==> config.mk <==
export PLATFORM = sky130hd
export DESIGN_NAME = pipelined_shifter
export DESIGN_NICKNAME = d
export VERILOG_FILES = /design/src/rtl/pipelined_shifter.sv
export SDC_FILE = /design/constraint.sdc
export NUM_CORES = 1
export LEC_CHECK = 0
export CORE_MARGIN = 2
export CORE_UTILIZATION = 50
export DETAILED_ROUTE_END_ITERATION = 8
export HOLD_SLACK_MARGIN = 0.12
export PLACE_DENSITY_LB_ADDON = 0.2
export SLEW_MARGIN = 25
export SYNTH_ARGS = -nofsm -noshare
export SYNTH_HDL_FRONTEND = slang
export SYNTH_SLANG_ARGS = --single-unit
==> constraint.sdc <==
create_clock -name clk -period 5.1 [get_ports clk]
set_clock_uncertainty 0.1 [all_clocks]
set_input_delay 0.765 -clock clk [delete_from_list [all_inputs] [get_ports clk]]
set_output_delay 0.765 -clock clk [all_outputs]
set_load 0.005 [all_outputs]
==> src/rtl/pipelined_shifter.sv <==
`default_nettype none
// +----------------------------------------------------------------------------+
// | Module   : pipelined_shifter                                               |
// | Brief    : Pipelined barrel shifter (SLL/SRL/SRA/ROR) with carry/zero      |
// |            flags and a valid/ready handshake using a global stall.         |
// | Revision : 1.0                                                             |
// +----------------------------------------------------------------------------+
module pipelined_shifter #(
   parameter int  WIDTH       = 16,
   parameter int  PIPE_STAGES = 2,
   localparam int AW          = $clog2(WIDTH)
) (
   input  logic             clk,
   input  logic             reset,
   input  logic             in_valid,
   output logic             in_ready,
   input  logic [WIDTH-1:0] in_data,
   input  logic [AW-1:0]    in_amount,
   input  logic [1:0]       in_mode,
   output logic             out_valid,
   input  logic             out_ready,
   output logic [WIDTH-1:0] out_data,
   output logic             out_carry,
   output logic             out_zero
);

   localparam int         LPS      = (AW + PIPE_STAGES - 1) / PIPE_STAGES;
   localparam logic [1:0] MODE_SLL = 2'b00;
   localparam logic [1:0] MODE_SRL = 2'b01;
   localparam logic [1:0] MODE_SRA = 2'b10;

   // Link index s is the input of stage s; index PIPE_STAGES is the output.
   logic             lnk_valid [PIPE_STAGES+1];
   logic [WIDTH-1:0] lnk_data  [PIPE_STAGES+1];
   logic             lnk_carry [PIPE_STAGES+1];
   logic [1:0]       lnk_mode  [PIPE_STAGES];
   logic [AW-1:0]    lnk_amt   [PIPE_STAGES];
   logic             advance;

   assign advance      = !lnk_valid[PIPE_STAGES] || out_ready;
   assign in_ready     = advance;

   assign lnk_valid[0] = in_valid;
   assign lnk_data[0]  = in_data;
   assign lnk_carry[0] = 1'b0;
   assign lnk_mode[0]  = in_mode;
   assign lnk_amt[0]   = in_amount;

   genvar s;
   generate
      for (s = 0; s < PIPE_STAGES; s++) begin : g_stage
         localparam int LO   = (s * LPS < AW) ? s * LPS : AW;
         localparam int HI   = ((s + 1) * LPS < AW) ? (s + 1) * LPS : AW;
         localparam bit LAST = (s == PIPE_STAGES - 1);

         logic             valid_q, valid_d;
         logic [WIDTH-1:0] data_q, data_d;
         logic             carry_q, carry_d;

         // Carry is taken at every active level; the highest active level
         // shifts last, so its outgoing bit is the overall last bit out.
         always_comb begin
            valid_d = lnk_valid[s];
            data_d  = lnk_data[s];
            carry_d = lnk_carry[s];
            for (int k = LO; k < HI; k++) begin
               if (lnk_amt[s][k]) begin
                  if (lnk_mode[s] == MODE_SLL) begin
                     carry_d = data_d[WIDTH - (1 << k)];
                     data_d  = data_d << (1 << k);
                  end else begin
                     carry_d = data_d[(1 << k) - 1];
                     case (lnk_mode[s])
                        MODE_SRL: data_d = data_d >> (1 << k);
                        MODE_SRA: data_d = $unsigned($signed(data_d) >>> (1 << k));
                        default:  data_d = (data_d >> (1 << k)) | (data_d << (WIDTH - (1 << k)));
                     endcase
                  end
               end
            end
            if (LAST) begin
               carry_d = carry_d & (|lnk_amt[s]);
            end
         end

         always_ff @(posedge clk or posedge reset) begin
            if (reset) begin
               valid_q <= 1'b0;
               data_q  <= '0;
               carry_q <= 1'b0;
            end else if (advance) begin
               valid_q <= valid_d;
               data_q  <= data_d;
               carry_q <= carry_d;
            end
         end

         assign lnk_valid[s+1] = valid_q;
         assign lnk_data[s+1]  = data_q;
         assign lnk_carry[s+1] = carry_q;

         if (LAST) begin : g_last
            logic zero_q, zero_d;

            always_comb begin
               zero_d = (data_d == '0);
            end

            always_ff @(posedge clk or posedge reset) begin
               if (reset) begin
                  zero_q <= 1'b0;
               end else if (advance) begin
                  zero_q <= zero_d;
               end
            end

            assign out_zero = zero_q;
         end else begin : g_fwd
            logic [1:0]    mode_q, mode_d;
            logic [AW-1:0] amt_q, amt_d;

            always_comb begin
               mode_d = lnk_mode[s];
               amt_d  = lnk_amt[s];
            end

            always_ff @(posedge clk or posedge reset) begin
               if (reset) begin
                  mode_q <= 2'b00;
                  amt_q  <= '0;
               end else if (advance) begin
                  mode_q <= mode_d;
                  amt_q  <= amt_d;
               end
            end

            assign lnk_mode[s+1] = mode_q;
            assign lnk_amt[s+1]  = amt_q;
         end
      end
   endgenerate

   assign out_valid = lnk_valid[PIPE_STAGES];
   assign out_data  = lnk_data[PIPE_STAGES];
   assign out_carry = lnk_carry[PIPE_STAGES];

endmodule
`default_nettype wire

==> impl_metrics.csv, run 1 <==
group,metric,value,unit
logic_synthesis,synthCells,422,
sta,max_freq,314,MHz
status,status,"finished, final reports clean",
floorplan,die_w,84.8,um
placement,gp_congestion,0.913,
finish,multi_input_area,2000,um^2
finish,fin_cells,526,
logic_synthesis,synth.cell_area,3260,um^2
logic_synthesis,ys_seq_elements,43,
clock_tree,cts_max_path_buffers,2,
finish,layout.nets,481,
placement,hpwl,6060,um
sta,fin_setup_tns,0,ns
clock_tree,cts_sinks,43,
clock_tree,cts_buffers,5,
floorplan,die_area,7180,um^2
global_routing,antenna_found_initial,0,
finish,post-route-util,60.4,%
sta,report.final.slew_viol_count,0,
clock_tree,clk_latency,0.29,ns
sta,fin_crit,3.18,ns
logic_synthesis,avgSynthCellArea,7.73,um^2
finish,register_area,1080,um^2
finish,area_delta_synth_final,17.0,%
logic_synthesis,ys_warn_count,0,
global_routing,grt_pass1_vias,2815,
floorplan,io_pins,46,
detailed_routing,detail-route-antenna-nets,0,
finish,layout-drive-gt1-share,5.12,%
worst_hold_path,whs_path_depth,2,
clock_tree,clk_pin_slew_worst_paths,0.08,ns
global_routing,gr-usage-met3,3.15,%
logic_synthesis,synth-edff-count,0,
logic_synthesis,syn_nets,455,
logic_synthesis,synth_common_cells,"nand2_1, o21ai_0, nor2_1",
global_routing,grt_max_degree,51,
setup_path,startpoint_type,"input port",
logic_synthesis,yosysMostFrequentCell,"nand2_1",
logic_synthesis,ys_seq_area_share,33.0,%
setup_path,crit_fanout,20,
setup_path,end_kind,"flop",
sta,setup_slack,1.92,ns
floorplan,core_area,6310,um^2
clock_tree,cts_resized,0,
power,ir_drop,0.240,mV
sta,rsz0062_at_grt,"no",
global_routing,gr-usage-all-layers,23.7,%
global_routing,met2_usage,37.1,%
clock_tree,postCtsSetupRepairBufs,0,
finish,fillCellCount,607,
detailed_routing,drt_iter0_markers,228,
detailed_routing,vias_per_cell,5.87,
logic_synthesis,ys_async_sr_fraction,100,%
global_routing,grt_util_met1,35.9,%
global_routing,grt_pass1_wl,14000,um
global_routing,busiest_layer,"met2",
clock_tree,clock-root-buffer,"clkbuf_8",
setup_path,critical_path_class,"in -> reg",
setup_path,r2r_setup_slack,2.19,ns
clock_tree,cts_tree,"yes",
global_routing,global_route.overflow_total,0,
logic_synthesis,yosysTopAreaCellShare,33.0,%
power,power.density,333,nW/um^2
placement,place_inst,518,
logic_synthesis,synth.area.top_cells,"dfrtp_1, o21ai_0, nand2_1",
logic_synthesis,yosys.area.top_type,"dfrtp_1",
detailed_routing,drc,0,
setup_path,rr_startpoint,"g_stage[0].g_fwd.mode_q[0]",
detailed_routing,drt-pass1-iter-count,4,
placement,io_buffers,45,
sta,tightest_slew,0.943,ns
power,finalPower,0.00127,W
power,p_leak,1.56,nW
finish,antennaDiodeCount,0,
floorplan,initial_core_util,51.6,%
logic_synthesis,ys_types,52,
setup_path,critPathLaunch,"in_mode[1]",
detailed_routing,vias,3086,
sta,slew_headroom,36.9,%
floorplan,rows,29,
worst_hold_path,min_path_type,"reg -> reg",
detailed_routing,post_drt_wl_per_cell,15.7,um
setup_path,crit_required,5.21,ns
setup_path,rr_worst_depth,9,
logic_synthesis,ys.flop_type,"dfrtp_1",
sta,period_share,62.4,%
worst_hold_path,hold_start,"g_stage[0].valid_q",
sta,setup_viol,0,
job,drv_cap,0,
setup_path,cp.arrival,3.30,ns
placement,post-place-ws,1.69,ns
detailed_routing,drt_wl_total,8240,um
clock_tree,cts_max_level,2,
clock_tree,cts-hold-fix-buffers,0,
sta,final_hold_viol_count,0,
floorplan,fp.dieH,84.8,um
[area by class of cell]
class	instances	area share [%]
clock buffer	6	2.16
clock inverter	2	0.426
inverter	10	0.984
multi-input combinational	335	52.3
sequential	43	28.2
tap	77	2.52
timing repair buffer	53	13.4
[cell families after synthesis]
group | share of synthesized area, %
and+or+nand+nor | 22.9
AOI/OAI and AO/OA | 26.9
buffers and inverters | 5.83
DFF | 33.0
muxes | 8.60
adders and majority gates | 2.69
[report_power, final]
group,switching [W],leakage [nW],internal (W)
Combinational,0.000285,0.994,0.000266
Sequential,0.0000758,0.517,0.000418
Clock,0.000117,0.0474,0.000110
Total,0.000478,1.56,0.000794
[layer usage]
layer	up-vias	wire (um)
li1	1553	-
met1	1449	4080
met2	79	3840
met3	5	285
met4	0	29
met5	-	0
[metrics by stage]
| step | cell area [um^2] | hold WS [ns] |
|---|---|---|
| floorplan | 3260 | 0.330 |
| global placement | 3720 | 0.342 |
| detailed placement | 3720 | 0.352 |
| CTS | 3820 | 0.372 |
| global route | 3820 | 0.396 |
| finish | 3820 | 0.371 |
[state kept, by name (all words and copies together), names as in the netlist]
name	count
g_stage.data_q	16
out_data	16
g_stage.g_fwd.amt_q	4
g_stage.g_fwd.mode_q	2
g_stage.carry_q	1
g_stage.valid_q	1
out_carry	1
out_valid	1
out_zero	1
[cell usage in the layout, fill, tap and decap left out, types with 4 or more instances in the layout]
cell and count:
o21ai_0 48, nand2_1 63, a211oi_1 4, mux2i_1 22, nand3_1 5, clkbuf_8 6
nand2b_1 9, inv_1 9, a21oi_1 36, dfrtp_1 43, a22oi_1 11, o221ai_1 9
nor3b_1 4, nor2b_1 10, nor3_1 8, nor2_1 45, clkdlybuf4s50_1 45, ha_1 7
o21a_1 8, nand3b_1 5, buf_4 8
[path summary, 6_finish.rpt]
kind	to
max	g_stage[0].data_q[9]
min	g_stage[0].valid_q
max reg2reg	out_zero
min reg2reg	g_stage[0].valid_q
max in group asynchronous	g_stage[0].data_q[14]
min in group asynchronous	out_data[12]
[worst max-delay path, stage by stage]
cell,delay (ns)
clkdlybuf4s50_1,0.43
inv_1,0.11
ha_1,0.51
buf_4,0.39
mux2i_1,0.12
a21oi_1,0.37
a22oi_1,0.15
nand2_1,0.10
o21ai_0,0.15
o21ai_0,0.20
No activity file was read; power rests on OpenSTA's default activity.
==> run 2, diff against run 1 <==
Clock period 5.1 ns to 3.1 ns, I/O delays scaled along.
==> impl_metrics.csv, run 2 (synthesized netlist as in run 1, its figures left out) <==
group,metric,value,unit
power,switching_power,0.000795,W
setup_path,crit_required,3.19,ns
detailed_routing,drt_wl_total,8560,um
clock_tree,cts_sinks,43,
power,ir_drop,0.351,mV
clock_tree,cts_max_path_buffers,2,
clock_tree,cts_buffers,5,
detailed_routing,detail-route-antenna-nets,0,
finish,antennaDiodeCount,0,
sta,setup_viol,0,
global_routing,gr-usage-all-layers,24.2,%
status,status,"finished, final reports clean",
setup_path,crit_slowest_cell,"a2111oi_0",
setup_path,slowest_delay,0.58,ns
sta,slew_headroom,37.8,%
global_routing,grt_pass1_wl,14000,um
detailed_routing,drc,0,
floorplan,io_pins,46,
global_routing,grt_max_degree,44,
power,seqPwrFrac,35.7,%
sta,setup_slack,0.376,ns
detailed_routing,post_drt_wl_per_cell,16.1,um
setup_path,startpoint_type,"flop",
global_routing,grt_pass1_vias,2842,
finish,layout-drive-gt1-share,6.15,%
floorplan,core_area,6310,um^2
finish,postLayoutCellArea,3910,um^2
floorplan,die_w,84.8,um
clock_tree,postCtsSetupRepairBufs,0,
power,intPower,0.00146,W
sta,fin_crit,2.72,ns
setup_path,crit_chain,"inv_1, ha_1, nand3_1, and3_1, a2111oi_0, or4_1, nor4_2, a32o_1",
clock_tree,cts_tree,"yes",
power,power.density,578,nW/um^2
floorplan,fp.dieH,84.8,um
power,swShare,35.2,%
placement,hpwl,6270,um
sta,tightest_slew,0.930,ns
detailed_routing,vias_per_cell,6.04,
sta,fin_setup_tns,0,ns
detailed_routing,drt_iter0_markers,260,
placement,gp_congestion,0.947,
clock_tree,clk_pin_slew_worst_paths,0.08,ns
sta,period_share,87.9,%
global_routing,global_route.overflow_total,0,
finish,fillCellCount,590,
placement,placed_area,3770,um^2
finish,final_cell_mix,"nand2_1, o21ai_0, nor2_1, clkdlybuf4s50_1, dfrtp_1",
placement,io_buffers,45,
power,clockPowerShare,22.9,%
worst_hold_path,min_path_type,"reg -> reg",
sta,report.final.slew_viol_count,0,
detailed_routing,drt-pass1-iter-count,5,
global_routing,antenna_found_initial,0,
power,p_leak,1.61,nW
floorplan,die_area,7180,um^2
detailed_routing,vias,3213,
setup_path,cp.arrival,2.81,ns
setup_path,critical_path_class,"reg -> reg",
clock_tree,clock-root-buffer,"clkbuf_8",
floorplan,rows,29,
clock_tree,clk_latency,0.30,ns
finish,layout.nets,487,
setup_path,crit_fanout,10,
clock_tree,cts_max_level,2,
clock_tree,cts-hold-fix-buffers,0,
sta,max_freq,367,MHz
floorplan,initial_core_util,51.6,%
power,p_comb_share,41.4,%
sta,rsz0062_at_grt,"no",
sta,final_hold_viol_count,0,
finish,area_delta_synth_final,19.8,%
placement,post-place-ws,0.393,ns
setup_path,end_kind,"flop",
job,drv_cap,0,
clock_tree,cts_resized,0,
finish,final_common_cell,"nand2_1",
run 2: through the flow:
stage / std cells / utilization, % / hold WS [ns] / power, W
after floorplan: 422 / - / 0.330 / 0.00137
after global placement: 524 / 59.8 / 0.344 / 0.00172
after detailed placement: 524 / 59.8 / 0.357 / 0.00174
after CTS: 532 / 61.9 / 0.377 / 0.00227
after global routing: 532 / 61.9 / 0.408 / 0.00241
final: 532 / 61.9 / 0.371 / 0.00226
run 2: critical path, delay by kind of cell (launching register included):
| family | cells | cell delay (ns) |
|---|---|---|
| fa+ha+maj | 1 | 0.47 |
| simple gates | 4 | 0.73 |
| flops | 1 | 0.41 |
| compound gates | 2 | 0.83 |
| buf+inv | 1 | 0.08 |
run 2: routing by layer:
metal  global-route usage, %  vias to the layer above  wire length, um
met3                    3.54                        9              508
met5                       0                        -                0
met4                    4.91                        0               72
met1                    36.2                     1519             4020
met2                    37.6                      111             3960
li1                        -                     1574                -
run 2: path summary, 6_finish.rpt:
| kind | start | end | slack (ns) | cells past startpoint |
|---|---|---|---|---|
| setup / recovery | g_stage[0].g_fwd.mode_q[1] | out_zero | 0.38 | 8 |
| hold / removal | out_data[15] | out_data[15] | 0.37 | 2 |
| setup reg to reg | g_stage[0].g_fwd.mode_q[1] | out_zero | 0.38 | 8 |
| hold reg to reg | out_data[15] | out_data[15] | 0.37 | 2 |
| max in group asynchronous | reset | g_stage[0].data_q[9] | 2.01 | 3 |
| min in group asynchronous | reset | out_data[14] | 0.50 | 3 |
run 2: final cells by class:
type	count	area, um^2	area share [%]
clock buffer	6	72.6	1.86
clock inverter	2	60.1	1.54
inverter	10	37.5	0.961
multi-input combinational	335	2000	51.1
sequential	43	1080	27.5
tap	77	96.3	2.47
timing repair buffer	59	568	14.5
run 2: power groups by stage:
stage          Clock, W  Combinational, W  Sequential [W]
2_1_floorplan         0          0.000583        0.000789
3_3_place_gp          0          0.000908        0.000814
3_5_place_dp          0          0.000928        0.000816
4_1_cts        0.000529          0.000932        0.000806
5_1_grt        0.000547           0.00103        0.000826
6_report       0.000516          0.000935        0.000806
